**src/rtl/record_pkg.sv**
```systemverilog
// rtl/record_pkg.sv - shared constants and state encoding for the lap-time record bank
package record_pkg;
    localparam int TIME_W = 24;
    localparam int DEPTH  = 8;
    localparam logic [23:0] BEST_INIT = 24'hFFFFFF;

    typedef enum logic {
        LIVE   = 1'b0,
        RECALL = 1'b1
    } state_e;
endpackage

```
**src/rtl/record_mem.sv**
```systemverilog
// rtl/record_mem.sv - DEPTH x TIME_W record storage, synchronous write, combinational read
module record_mem #(
    parameter int DEPTH  = record_pkg::DEPTH,
    parameter int TIME_W = record_pkg::TIME_W,
    parameter int AW     = $clog2(DEPTH)
) (
    input  logic              clk,
    input  logic              we,
    input  logic [AW-1:0]     waddr,
    input  logic [TIME_W-1:0] wdata,
    input  logic [AW-1:0]     raddr,
    output logic [TIME_W-1:0] rdata
);
    logic [TIME_W-1:0] mem_q [DEPTH];

    always_ff @(posedge clk) begin
        if (we) begin
            mem_q[waddr] <= wdata;
        end
    end

    assign rdata = mem_q[raddr];
endmodule

```
**src/rtl/record_bank.sv**
```systemverilog
// rtl/record_bank.sv - circular lap-time store with LIVE/RECALL display
// Optional best-time tracking enabled by defining RECORD_BANK_BEST_EN.
module record_bank #(
    parameter int DEPTH  = record_pkg::DEPTH,
    parameter int TIME_W = record_pkg::TIME_W
) (
    input  logic              Clk,
    input  logic              Rst,
    input  logic [TIME_W-1:0] iTime,
    input  logic              iRecord,
    input  logic              iRecall,
    input  logic              iClear,
    output logic [TIME_W-1:0] oTime,
    output logic [3:0]        oAge,
    output logic [4:0]        oCount,
    output logic              oRecallMode,
    output logic              oFull,
    output logic [TIME_W-1:0] oBest
);
    import record_pkg::*;

    localparam int         AW        = (DEPTH > 1) ? $clog2(DEPTH) : 1;
    localparam logic [4:0] COUNT_MAX = 5'(DEPTH);

    state_e            state_q, state_d;
    logic [AW-1:0]     wr_ptr_q, wr_ptr_d;
    logic [4:0]        count_q, count_d;
    logic [3:0]        age_q, age_d;
    logic [TIME_W-1:0] time_q, time_d;
    logic              mode_q, mode_d;
    logic              full_q, full_d;
    logic              we;
    logic [AW-1:0]     rd_addr;
    logic [TIME_W-1:0] rd_data;

    record_mem #(
        .DEPTH (DEPTH),
        .TIME_W(TIME_W),
        .AW    (AW)
    ) u_mem (
        .clk  (Clk),
        .we   (we && !Rst),
        .waddr(wr_ptr_q),
        .wdata(iTime),
        .raddr(rd_addr),
        .rdata(rd_data)
    );

    always_comb begin
        state_d  = state_q;
        wr_ptr_d = wr_ptr_q;
        count_d  = count_q;
        age_d    = age_q;
        we       = 1'b0;
        if (iClear) begin
            state_d  = LIVE;
            wr_ptr_d = '0;
            count_d  = '0;
            age_d    = '0;
        end else begin
            if (iRecord) begin
                we       = 1'b1;
                wr_ptr_d = wr_ptr_q + AW'(1);
                if (count_q != COUNT_MAX) begin
                    count_d = count_q + 5'd1;
                end
            end
            case (state_q)
                LIVE: begin
                    // count_d already includes a same-cycle record
                    if (iRecall && count_d != 5'd0) begin
                        state_d = RECALL;
                        age_d   = '0;
                    end
                end
                RECALL: begin
                    if (iRecord) begin
                        age_d = '0;
                    end else if (iRecall) begin
                        if (5'(age_q) == count_q - 5'd1) begin
                            state_d = LIVE;
                            age_d   = '0;
                        end else begin
                            age_d = age_q + 4'd1;
                        end
                    end
                end
                default: state_d = LIVE;
            endcase
        end

        rd_addr = wr_ptr_d - AW'(1) - age_d[AW-1:0];
        // The slot being written this edge is not in memory yet; forward it
        if (state_d == RECALL) begin
            time_d = (we && rd_addr == wr_ptr_q) ? iTime : rd_data;
        end else begin
            time_d = iTime;
        end
        mode_d = (state_d == RECALL);
        full_d = (count_d == COUNT_MAX);
    end

    always_ff @(posedge Clk) begin
        if (Rst) begin
            state_q  <= LIVE;
            wr_ptr_q <= '0;
            count_q  <= '0;
            age_q    <= '0;
            time_q   <= '0;
            mode_q   <= 1'b0;
            full_q   <= 1'b0;
        end else begin
            state_q  <= state_d;
            wr_ptr_q <= wr_ptr_d;
            count_q  <= count_d;
            age_q    <= age_d;
            time_q   <= time_d;
            mode_q   <= mode_d;
            full_q   <= full_d;
        end
    end

`ifdef RECORD_BANK_BEST_EN
    logic [TIME_W-1:0] best_q, best_d;

    always_comb begin
        best_d = best_q;
        if (iClear) begin
            best_d = TIME_W'(BEST_INIT);
        end else if (iRecord && iTime < best_q) begin
            best_d = iTime;
        end
    end

    always_ff @(posedge Clk) begin
        if (Rst) begin
            best_q <= TIME_W'(BEST_INIT);
        end else begin
            best_q <= best_d;
        end
    end

    assign oBest = best_q;
`else
    assign oBest = '0;
`endif

    assign oTime       = time_q;
    assign oAge        = age_q;
    assign oCount      = count_q;
    assign oRecallMode = mode_q;
    assign oFull       = full_q;
endmodule
```
**config.mk**
```make
export PLATFORM = sky130hd
export DESIGN_NAME = record_bank
export DESIGN_NICKNAME = d
export VERILOG_FILES = /design/src/rtl/record_pkg.sv /design/src/rtl/record_mem.sv /design/src/rtl/record_bank.sv
export SDC_FILE = /design/constraint.sdc
export NUM_CORES = 1
export LEC_CHECK = 0
export BUFFER_PORTS_ARGS = -buffer_cell sky130_fd_sc_hd__buf_2
export CAP_MARGIN = 40
export CORE_UTILIZATION = 50
export DETAILED_ROUTE_END_ITERATION = 8
export PLACE_DENSITY_LB_ADDON = 0.08
export SYNTH_ARGS = -nofsm -noshare
export SYNTH_HDL_FRONTEND = slang
export SYNTH_SLANG_ARGS = --single-unit
```
**constraint.sdc**
```tcl
create_clock -name Clk -period 5.4 [get_ports Clk]
set_clock_uncertainty 0.05 [all_clocks]
set_input_delay 0.54 -clock Clk [delete_from_list [all_inputs] [get_ports Clk]]
set_output_delay 0.54 -clock Clk [all_outputs]
set_load 0.02 [all_outputs]
```
; ---- Word-level counts from Yosys, hierarchy flattened
; Memories as Yosys holds them, arrays and structs flattened.
; Index checks and enable logic that the tools add are counted.
[totals]
output_inout_bits = 59
memories = 1
elab_cells = 52
mem_bits_rw = 192
regBits = 38
inputBits = 29
[op_classes]
n_addsub = 6
eq_ne = 6
reduce_logical = 7
muxes = 24
n_bitwise = 1
[memory_table]
columns = name, depth, word_bits, rd, rd_clocked_by_memory_dff, write_ports, line
row1 = u_mem.mem_q, 8, 24, 1, 0, 1, record_mem.sv:14  ; logic [TIME_W-1:0] mem_q [DEPTH];
[op_table]
columns = op, n
row1 = 2-to-1 mux 24 bit, 2
row2 = 2-to-1 mux 5 bit, 4
row3 = 2-to-1 mux 4 bit, 4
row4 = 2-to-1 mux 1 bit, 9
row5 = 2-to-1 mux 3 bit, 3
row6 = one-hot mux 4 bit (2 select lines), 1
row7 = "adder 5 x 1 -> 5 bit, second input constant", 1
row8 = equality test 4 x 5 -> 1 bit, 1
row9 = "equality test 5 x 4 -> 1 bit, second input constant", 1
row10 = "inequality test 5 x 4 -> 1 bit, second input constant", 1
row11 = nonzero test 5 bit, 1
row12 = "subtractor 5 x 1 -> 5 bit, second input constant", 1
row13 = "adder 4 x 1 -> 4 bit, second input constant", 1
row14 = "adder 3 x 1 -> 3 bit, second input constant", 1
row15 = equality test 3 bit, 1
row16 = logical AND 1 bit, 3
row17 = "inequality test 3 bit, second input constant", 1
row18 = "subtractor 3 x 1 -> 3 bit, second input constant", 1
row19 = subtractor 3 bit, 1
row20 = "inequality test 2 bit, second input constant", 1
row21 = one-hot mux 1 bit (2 select lines), 1
row22 = AND reduction 2 bit, 1
row23 = OR reduction 2 bit, 1
row24 = zero test 1 bit, 1
row25 = NOT 1 bit, 1

; ---- Depth between registers and ports, before layout
; Gate-level depths: netlist (run 1).
[depth]
ltp_word = 14
mapped_depth = 18
ltp_nobuf = 16

; ---- Hierarchy
; Synthesis (run 1) repeated with hierarchy kept, for this count alone.
[hier_totals]
cells_unflattened = 540
area_unflattened_um2 = 9611.7
[modules_own_cells]
columns = mod, area_each_um2, cells_each, seq_area_each_um2, n_inst
row1 = record_mem, 7317.0, 290, 5765.5, 1
row2 = record_bank, 2294.7, 250, 760.7, 1

; ---- Least setup slack after synthesis (run 1)
; Ideal clock, no wire load.
[synth_timing]
path_kind = register to register
startpoint = reg count_q[0] (netlist: oCount[0])
endpoint = reg time_q[11] (netlist: oTime[11])
setup_slack_ns = 0.670
path_buffers = 3
synth_period_minus_slack_ns = 4.730
path_stages_with_launch = 17
required_ns = 5.203
arrival_ns = 4.533
setup_time_ns = 0.147
cell_sequence = dfxtp_1 -> inv_1 -> ha_1 -> nor4bb_1 -> o21ai_0 -> nand4b_2 -> o31a_1 -> a21oi_1 -> a21oi_1 -> or2_2 -> ha_1 -> clkbuf_1 -> buf_1 -> clkbuf_1 -> mux4_2 -> nand3_1 -> a311oi_2
[synth_between]
elab_chain_cells = 14
word_cells_on_any_way = 27
classes_between = add/sub: 3 / eq/ne: 3 / mux: 17 / reduce/logical: 3 / memory: 1
[synth_lines]
columns = item, line
row1 = from (decl), record_bank.sv:27  ; logic [4:0] count_q, count_d;
row2 = from (signal assigned), record_bank.sv:115  ; count_q <= count_d;
row3 = branches (longest 13 deep; another with memory (8 x 24 bit)), --
row4 = 2-to-1 mux 24 bit *, record_bank.sv:94  ; if (state_d == RECALL) begin
row5 = to (signal assigned), record_bank.sv:117  ; time_q <= time_d;
row6 = to (decl), record_bank.sv:29  ; logic [TIME_W-1:0] time_q, time_d;
; Mark *: on every way between the ends. The select of a mux whose other input is x is not followed.
; A chain may end at the register's enable or synchronous reset.

; ---- Worst setup path in the final report (run 1)
[layout_timing]
startpoint = reg count_q[0] (netlist: oCount[0])
endpoint = reg time_q[12] (netlist: oTime[12])
; The elaborated chain is that of the path after synthesis.

==> impl_metrics.tcl, run 1 <==
set metrics [dict create \
    status "completed" \
    yosysSeqAreaShare_pct 67.8 \
    grt_antenna_before_repair 0 \
    routedWlPerCell_um 23.2 \
    syn_inst 550 \
    cts_tree "done" \
    drc 0 \
    ctsLongestPathBuffers 3 \
    hold_slack_ns 0.259 \
    rows 50 \
    max_freq_mhz 224 \
    yosys_register_bits 230 \
    synth_top_flop_cell "edfxtp_1" \
    crit_path_end_kind "flop" \
    io_pins 88 \
    leakagePower_nw 3.84 \
    r2r_end "oTime[12]" \
    path_clk_slew_ns 0.06 \
    post_cts_buffers 0 \
    final_util_pct 58.7 \
    crit_type "reg -> reg" \
    worst-r2r-cell-count 17 \
    relSlewSlack_pct 51.9 \
    first_pass_iters 5 \
    avgSynthCellArea_um2 17.5 \
    finalCriticalPeriod_ns 4.47 \
    drt-initial-drc-count 318 \
    critPathMaxFanout 24 \
    hold_path.class "in -> reg" \
    placed_area_um2 10200 \
    seq_power_share_pct 49.1 \
    critPathRequiredTime_ns 5.77 \
    synth_area_leaders "edfxtp_1 (60%), mux4_2 (11%), dfxtp_1 (7.9%)" \
    grt_pass1_wl_um 31500 \
    die_w_um 141 \
    place_congestion 0.752 \
    startpoint "oCount[0]" \
    dieArea_um2 19800 \
    grt_pass1_vias 5496 \
    cts_resized 0 \
    start_util_pct 51.3 \
    finalHoldViolCount 0 \
    fin_crit_sh_pct 82.8 \
    synth_edf_count 192 \
    arrival_ns 4.84 \
    worst-r2r-setup-slack_ns 0.93 \
    fin_nets 653 \
    fillers 1454 \
    start_kind "flop" \
    clk_latency_ns 0.52 \
    p_int_mw 3.13 \
    swShare_pct 21.4 \
    hold_buffers 0 \
    async_reset_ff_share_pct 0 \
    coreArea_um2 18800 \
    fin_area_um2 11000 \
    vias_per_cell 5.94 \
    cp-endpoint "oTime[12]" \
    cts_htree_levels 1 \
    slew_viol_final 0 \
    dr_total_vias 5173 \
    grtUsageTotal_pct 21.4 \
    cts_root_buf "clkbuf_16" \
    synth_top_area_cell "edfxtp_1" \
    cap_violations 0 \
    die_h_um 141 \
    syn_to_final_growth_pct 14.4 \
    fin_tns_setup_ns 0 \
    combPwrFrac_pct 8.3 \
    portBuffers 63 \
    synthDistinctLibCells 49 \
    dp_hpwl_um 11100 \
    clock-sinks 230 \
    tightest_slew_ns 0.721 \
    synth_area_um2 9620 \
    antenna_left 0 \
    power.total_mw 3.98 \
    cts_buffers 25 \
    finalSetupViolCount 0 \
    rsz0062_at_grt "no" \
    yosysWarnings 0 \
    overflow 0 \
    wl_um 20200 \
    p_switching_mw 0.853 \
    r2r_start "oCount[0]" \
    synth_top_area_share_pct 59.9 \
    p_per_area_nw_per_um2 362 \
    diodes 0 \
    grt_start_max_net_pins 49 \
    clockPowerShare_pct 42.6 \
    peakVddDrop_mv 0.292 \
    layout-drive-gt1-share_pct 33.1 \
]
-- state kept, by name (all words and copies together), names as in the netlist --
signal       count
oAge             4
wr_ptr_q         3
oTime           24
oCount           5
oFull            1
u_mem.mem_q    192
oRecallMode      1
-- per-stage QoR --
step | worst slack, ns | std cells
3_3_place_gp | 1.01 | 824
2_1_floorplan | 0.670 | 573
6_report | 0.930 | 871
3_5_place_dp | 0.936 | 825
5_1_grt | 0.639 | 871
4_1_cts | 0.949 | 871
-- layer usage --
layer	track usage (%)	up-vias	part of all wire, %
li1	-	2297	-
met2	37.8	144	52
met5	0	-	0
met3	3.19	26	4.3
met4	5.55	0	1.8
met1	27.6	2706	42
-- worst min path at each step --
stage	from	endpoint	slack, ns	cells past startpoint
after floorplan	wr_ptr_q[2]	wr_ptr_q[2]	0.51	2
after global placement	oAge[3]	oAge[3]	0.47	2
after detailed placement	oAge[3]	oAge[3]	0.47	2
after CTS	iTime[4]	u_mem.mem_q[3][4]	0.23	1
final	iTime[2]	u_mem.mem_q[3][2]	0.26	1
after global routing	iTime[4]	u_mem.mem_q[3][4]	0.26	1
-- synth_stat cells, drive strengths merged, types with 2 or more instances --
cell type / number
a21bo: 25
buf: 41
nor2: 23
or3: 5
dfxtp: 38
a311oi: 25
inv: 6
nand3b: 3
xor2: 7
nand2: 4
nand3: 29
mux2i: 2
or2: 3
edfxtp: 192
nand4b: 2
xnor2: 5
nor2b: 3
o31a: 2
and2: 2
nor4: 2
mux4: 48
nor3: 6
ha: 5
a21oi: 28
clkbuf: 21
nand4: 3
o21ai: 5
-- power by group through the flow --
| stage | combinational [mW] | clock, mW | sequential, mW |
|---|---|---|---|
| floorplan | 0.225 | 0 | 2.01 |
| global placement | 0.324 | 0 | 1.99 |
| detailed placement | 0.334 | 0 | 1.99 |
| CTS | 0.335 | 1.74 | 1.96 |
| global route | 0.357 | 1.81 | 1.96 |
| finish | 0.330 | 1.70 | 1.95 |
-- cells by family (layout without fill, tap and decap cells) --
group / after synthesis / after routing / share of synthesized area, %
mux: 50 / 50 / 11.4
buf+inv: 68 / 132 / 4.15
other cells: 1 / 24 / 0.0390
fa+ha+maj: 6 / 6 / 0.858
flops: 230 / 230 / 67.8
simple gates: 88 / 88 / 4.92
compound gates: 95 / 95 / 9.66
xor+xnor: 12 / 12 / 1.09
-- area by class of cell --
type                       count  area, um2  area share, %
tap                          234        293           2.66
inverter                       6       22.5          0.205
clock buffer                  35        703           6.39
timing repair buffer          80        500           4.55
clock inverter                11        133           1.20
sequential                   230       6530           59.3
multi-input combinational    275       2830           25.7
-- layout by cell type, fill, tap and decap left out, types with 2 or more instances in the layout --
| master | n |
|---|---|
| nor2b_1 | 3 |
| clkinv_1 | 3 |
| conb_1 | 24 |
| a21bo_1 | 24 |
| or3_1 | 5 |
| ha_1 | 4 |
| buf_12 | 3 |
| buf_2 | 63 |
| a21oi_1 | 28 |
| buf_4 | 13 |
| nor4_1 | 2 |
| o31a_1 | 2 |
| bufinv_16 | 3 |
| xor2_1 | 7 |
| mux4_2 | 48 |
| nand3_1 | 28 |
| edfxtp_1 | 192 |
| nor3_2 | 2 |
| xnor2_1 | 5 |
| nand3b_1 | 3 |
| inv_1 | 6 |
| nor2_2 | 6 |
| o21ai_0 | 4 |
| nor3_1 | 4 |
| nand2_1 | 4 |
| nand4_1 | 3 |
| nor2_1 | 17 |
| a311oi_2 | 24 |
| mux2i_1 | 2 |
| clkbuf_8 | 4 |
| clkbuf_16 | 25 |
| and2_1 | 2 |
| clkbuf_1 | 6 |
| or2_2 | 3 |
| dfxtp_1 | 38 |
| clkinv_2 | 3 |
-- worst max-delay path, stage by stage (launching register included) --
cell	delay, ns
dfxtp_1	0.46
inv_1	0.07
ha_1	0.27
nor4bb_1	0.18
o21ai_0	0.29
nand4b_2	0.22
o31a_1	0.32
a21oi_1	0.22
a21oi_1	0.12
or2_2	0.31
ha_4	0.16
fa_2	0.56
xor2_1	0.17
nor4_1	0.08
o21ai_2	0.07
buf_4	0.37
a21oi_1	0.15
a311oi_2	0.27
Note: power is estimated with default switching activity, not from simulation.
==> run 2: changes to the inputs <==
clock period = 4.6 ns   (was 5.4 ns; I/O delays follow)
==> impl_metrics.tcl, run 2 (same netlist as run 1, synthesis figures left out) <==
set metrics [dict create \
    status "completed" \
    multi_input_area_um2 2840 \
    diodes 0 \
    arrival_ns 4.62 \
    final_cell_mix "edfxtp_1 (192), buf_2 (63), mux4_2 (48)" \
    final_util_pct 59.0 \
    whs_endpoint "u_mem.mem_q[2][20]" \
    fillers 1427 \
    seqCellArea_um2 6530 \
    p_switching_mw 1.02 \
    coreArea_um2 18800 \
    die_w_um 141 \
    rsz0062_at_grt "no" \
    r2r_end "oTime[4]" \
    setup_ws_ns 0.343 \
    final_common_cell "edfxtp_1" \
    power.total_mw 4.58 \
    finalSetupViolCount 0 \
    critPathRequiredTime_ns 4.96 \
    placed_area_um2 10300 \
    post_cts_buffers 0 \
    hold_path.class "in -> reg" \
    finalCriticalPeriod_ns 4.26 \
    overflow 0 \
    r2r_start "oCount[0]" \
    grt_start_max_net_pins 49 \
    dp_hpwl_um 11200 \
    combPwrFrac_pct 8.5 \
    worst-r2r-cell-count 17 \
    cts_tree "done" \
    hp-start "iTime[20]" \
    dieArea_um2 19800 \
    swShare_pct 22.2 \
    clk_latency_ns 0.52 \
    grtUsageTotal_pct 21.1 \
    max_freq_mhz 235 \
    drt-initial-drc-count 283 \
    portBuffers 63 \
    start_kind "flop" \
    syn_to_final_growth_pct 15.0 \
    critPathBufInv 2 \
    start_util_pct 51.3 \
    clock-sinks 230 \
    wl_um 20100 \
    dr_total_vias 5134 \
    p_per_area_nw_per_um2 414 \
    grt_pass1_wl_um 31000 \
    hold_slack_ns 0.182 \
    layout-drive-gt1-share_pct 34.6 \
    fin_crit_sh_pct 92.6 \
    clockPowerShare_pct 41.4 \
    seq_power_share_pct 50.1 \
    cts_htree_levels 1 \
    place_congestion 0.803 \
    preCtsSetupSlack_ns 0.181 \
    fin_nets 661 \
    worst-r2r-setup-slack_ns 0.34 \
    antenna_left 0 \
    cp_cell_sequence "inv_1 > ha_1 > nor4bb_2 > or3_1 > nand4b_2 > o31a_1 > a21oi_2 > a21oi_1 > or2_2 > ha_4 > fa_2 > xor2_1 > nor4_1 > o21ai_2 > and2_1 > buf_6 > a311oi_2" \
    routedWlPerCell_um 22.9 \
    path_clk_slew_ns 0.06 \
    die_h_um 141 \
    hold_depth 1 \
    io_pins 88 \
    grt_pass1_vias 5349 \
    peakVddDrop_mv 0.293 \
    crit_family "simple AND/OR/NAND/NOR gates" \
    crit_type "reg -> reg" \
    leakagePower_nw 3.87 \
    top_register "u_mem.mem_q" \
    first_pass_iters 7 \
    vias_per_cell 5.84 \
    max_stage_delay_ns 0.56 \
    rows 50 \
    cts_buffers 25 \
    fin_area_um2 11100 \
    drc 0 \
    critPathSlowestCell "fa_2" \
    p_int_mw 3.56 \
    cap_violations 0 \
    finalHoldViolCount 0 \
    largest_reg_flops 192 \
    slew_viol_final 0 \
    cts_root_buf "clkbuf_16" \
    crit_path_end_kind "flop" \
    ctsLongestPathBuffers 3 \
    grt_antenna_before_repair 0 \
    critPathMaxFanout 24 \
]
## run 2: cell count changes in the layout (fill, tap and decap cells not counted), moves of 2 or more
cell / before / now
buf_4: 13 / 16
buf_12: 3 / 5
bufinv_16: 3 / 1
buf_8: 0 / 3
clkinv_2: 3 / 7
## run 2: worst max-delay path by stage
stage | from | endpoint | cells past startpoint
after floorplan | oCount[0] | oTime[11] | 16
after global placement | oCount[0] | oTime[8] | 17
after detailed placement | oCount[0] | oTime[4] | 17
after CTS | oCount[0] | oTime[4] | 17
after global routing | oCount[0] | oTime[4] | 17
final | oCount[0] | oTime[4] | 17
## run 2: cell type report
type | instances | share of cell area (%)
clock buffers | 34 | 6.32
clock inverters | 12 | 0.803
inverters | 6 | 0.204
multi-input cells | 275 | 25.7
flip-flops and latches | 230 | 59.0
well taps | 234 | 2.65
repair buffers | 88 | 5.35
## run 2: repair_timing
action                                  4_1_cts  5_1_grt
gates resized for setup                       0        3
endpoints found under the setup margin        0       24
hold buffers                                  0        0
## run 2: per-stage QoR
| step | TNS (ns) | std cells |
|---|---|---|
| after global routing | 0 | 879 |
| after global placement | 0 | 829 |
| after floorplan | -2.55 | 573 |
| after detailed placement | 0 | 833 |
| after CTS | 0 | 879 |
| final | 0 | 879 |
## run 2: worst reg2reg max path, stage by stage (launching register included)
cell and delay (ns):
dfxtp_1 0.31, inv_1 0.06, ha_1 0.25, nor4bb_2 0.34, or3_1 0.19, nand4b_2 0.17, o31a_1 0.33, a21oi_2 0.15
a21oi_1 0.11, or2_2 0.32, ha_4 0.17, fa_2 0.56, xor2_1 0.08, nor4_1 0.29, o21ai_2 0.12, and2_1 0.18
buf_6 0.22, a311oi_2 0.26
## run 2: per-layer routing
layer / GRT usage, % / part of all wire [%] / routed length [um] / vias to the layer above
li1: - / - / - / 2303
met1: 28.5 / 42 / 8410 / 2631
met2: 35.8 / 50 / 10100 / 163
met3: 3.02 / 6.1 / 1220 / 37
met4: 6.18 / 1.8 / 368 / 0
met5: 0 / 0 / 0 / -
## run 2: power groups by stage
stage,combinational (mW),sequential (mW),clock [mW]
6_report,0.388,2.29,1.90
5_1_grt,0.421,2.29,2.02
4_1_cts,0.394,2.29,1.93
3_5_place_dp,0.393,2.34,0
3_3_place_gp,0.382,2.34,0
2_1_floorplan,0.264,2.36,0
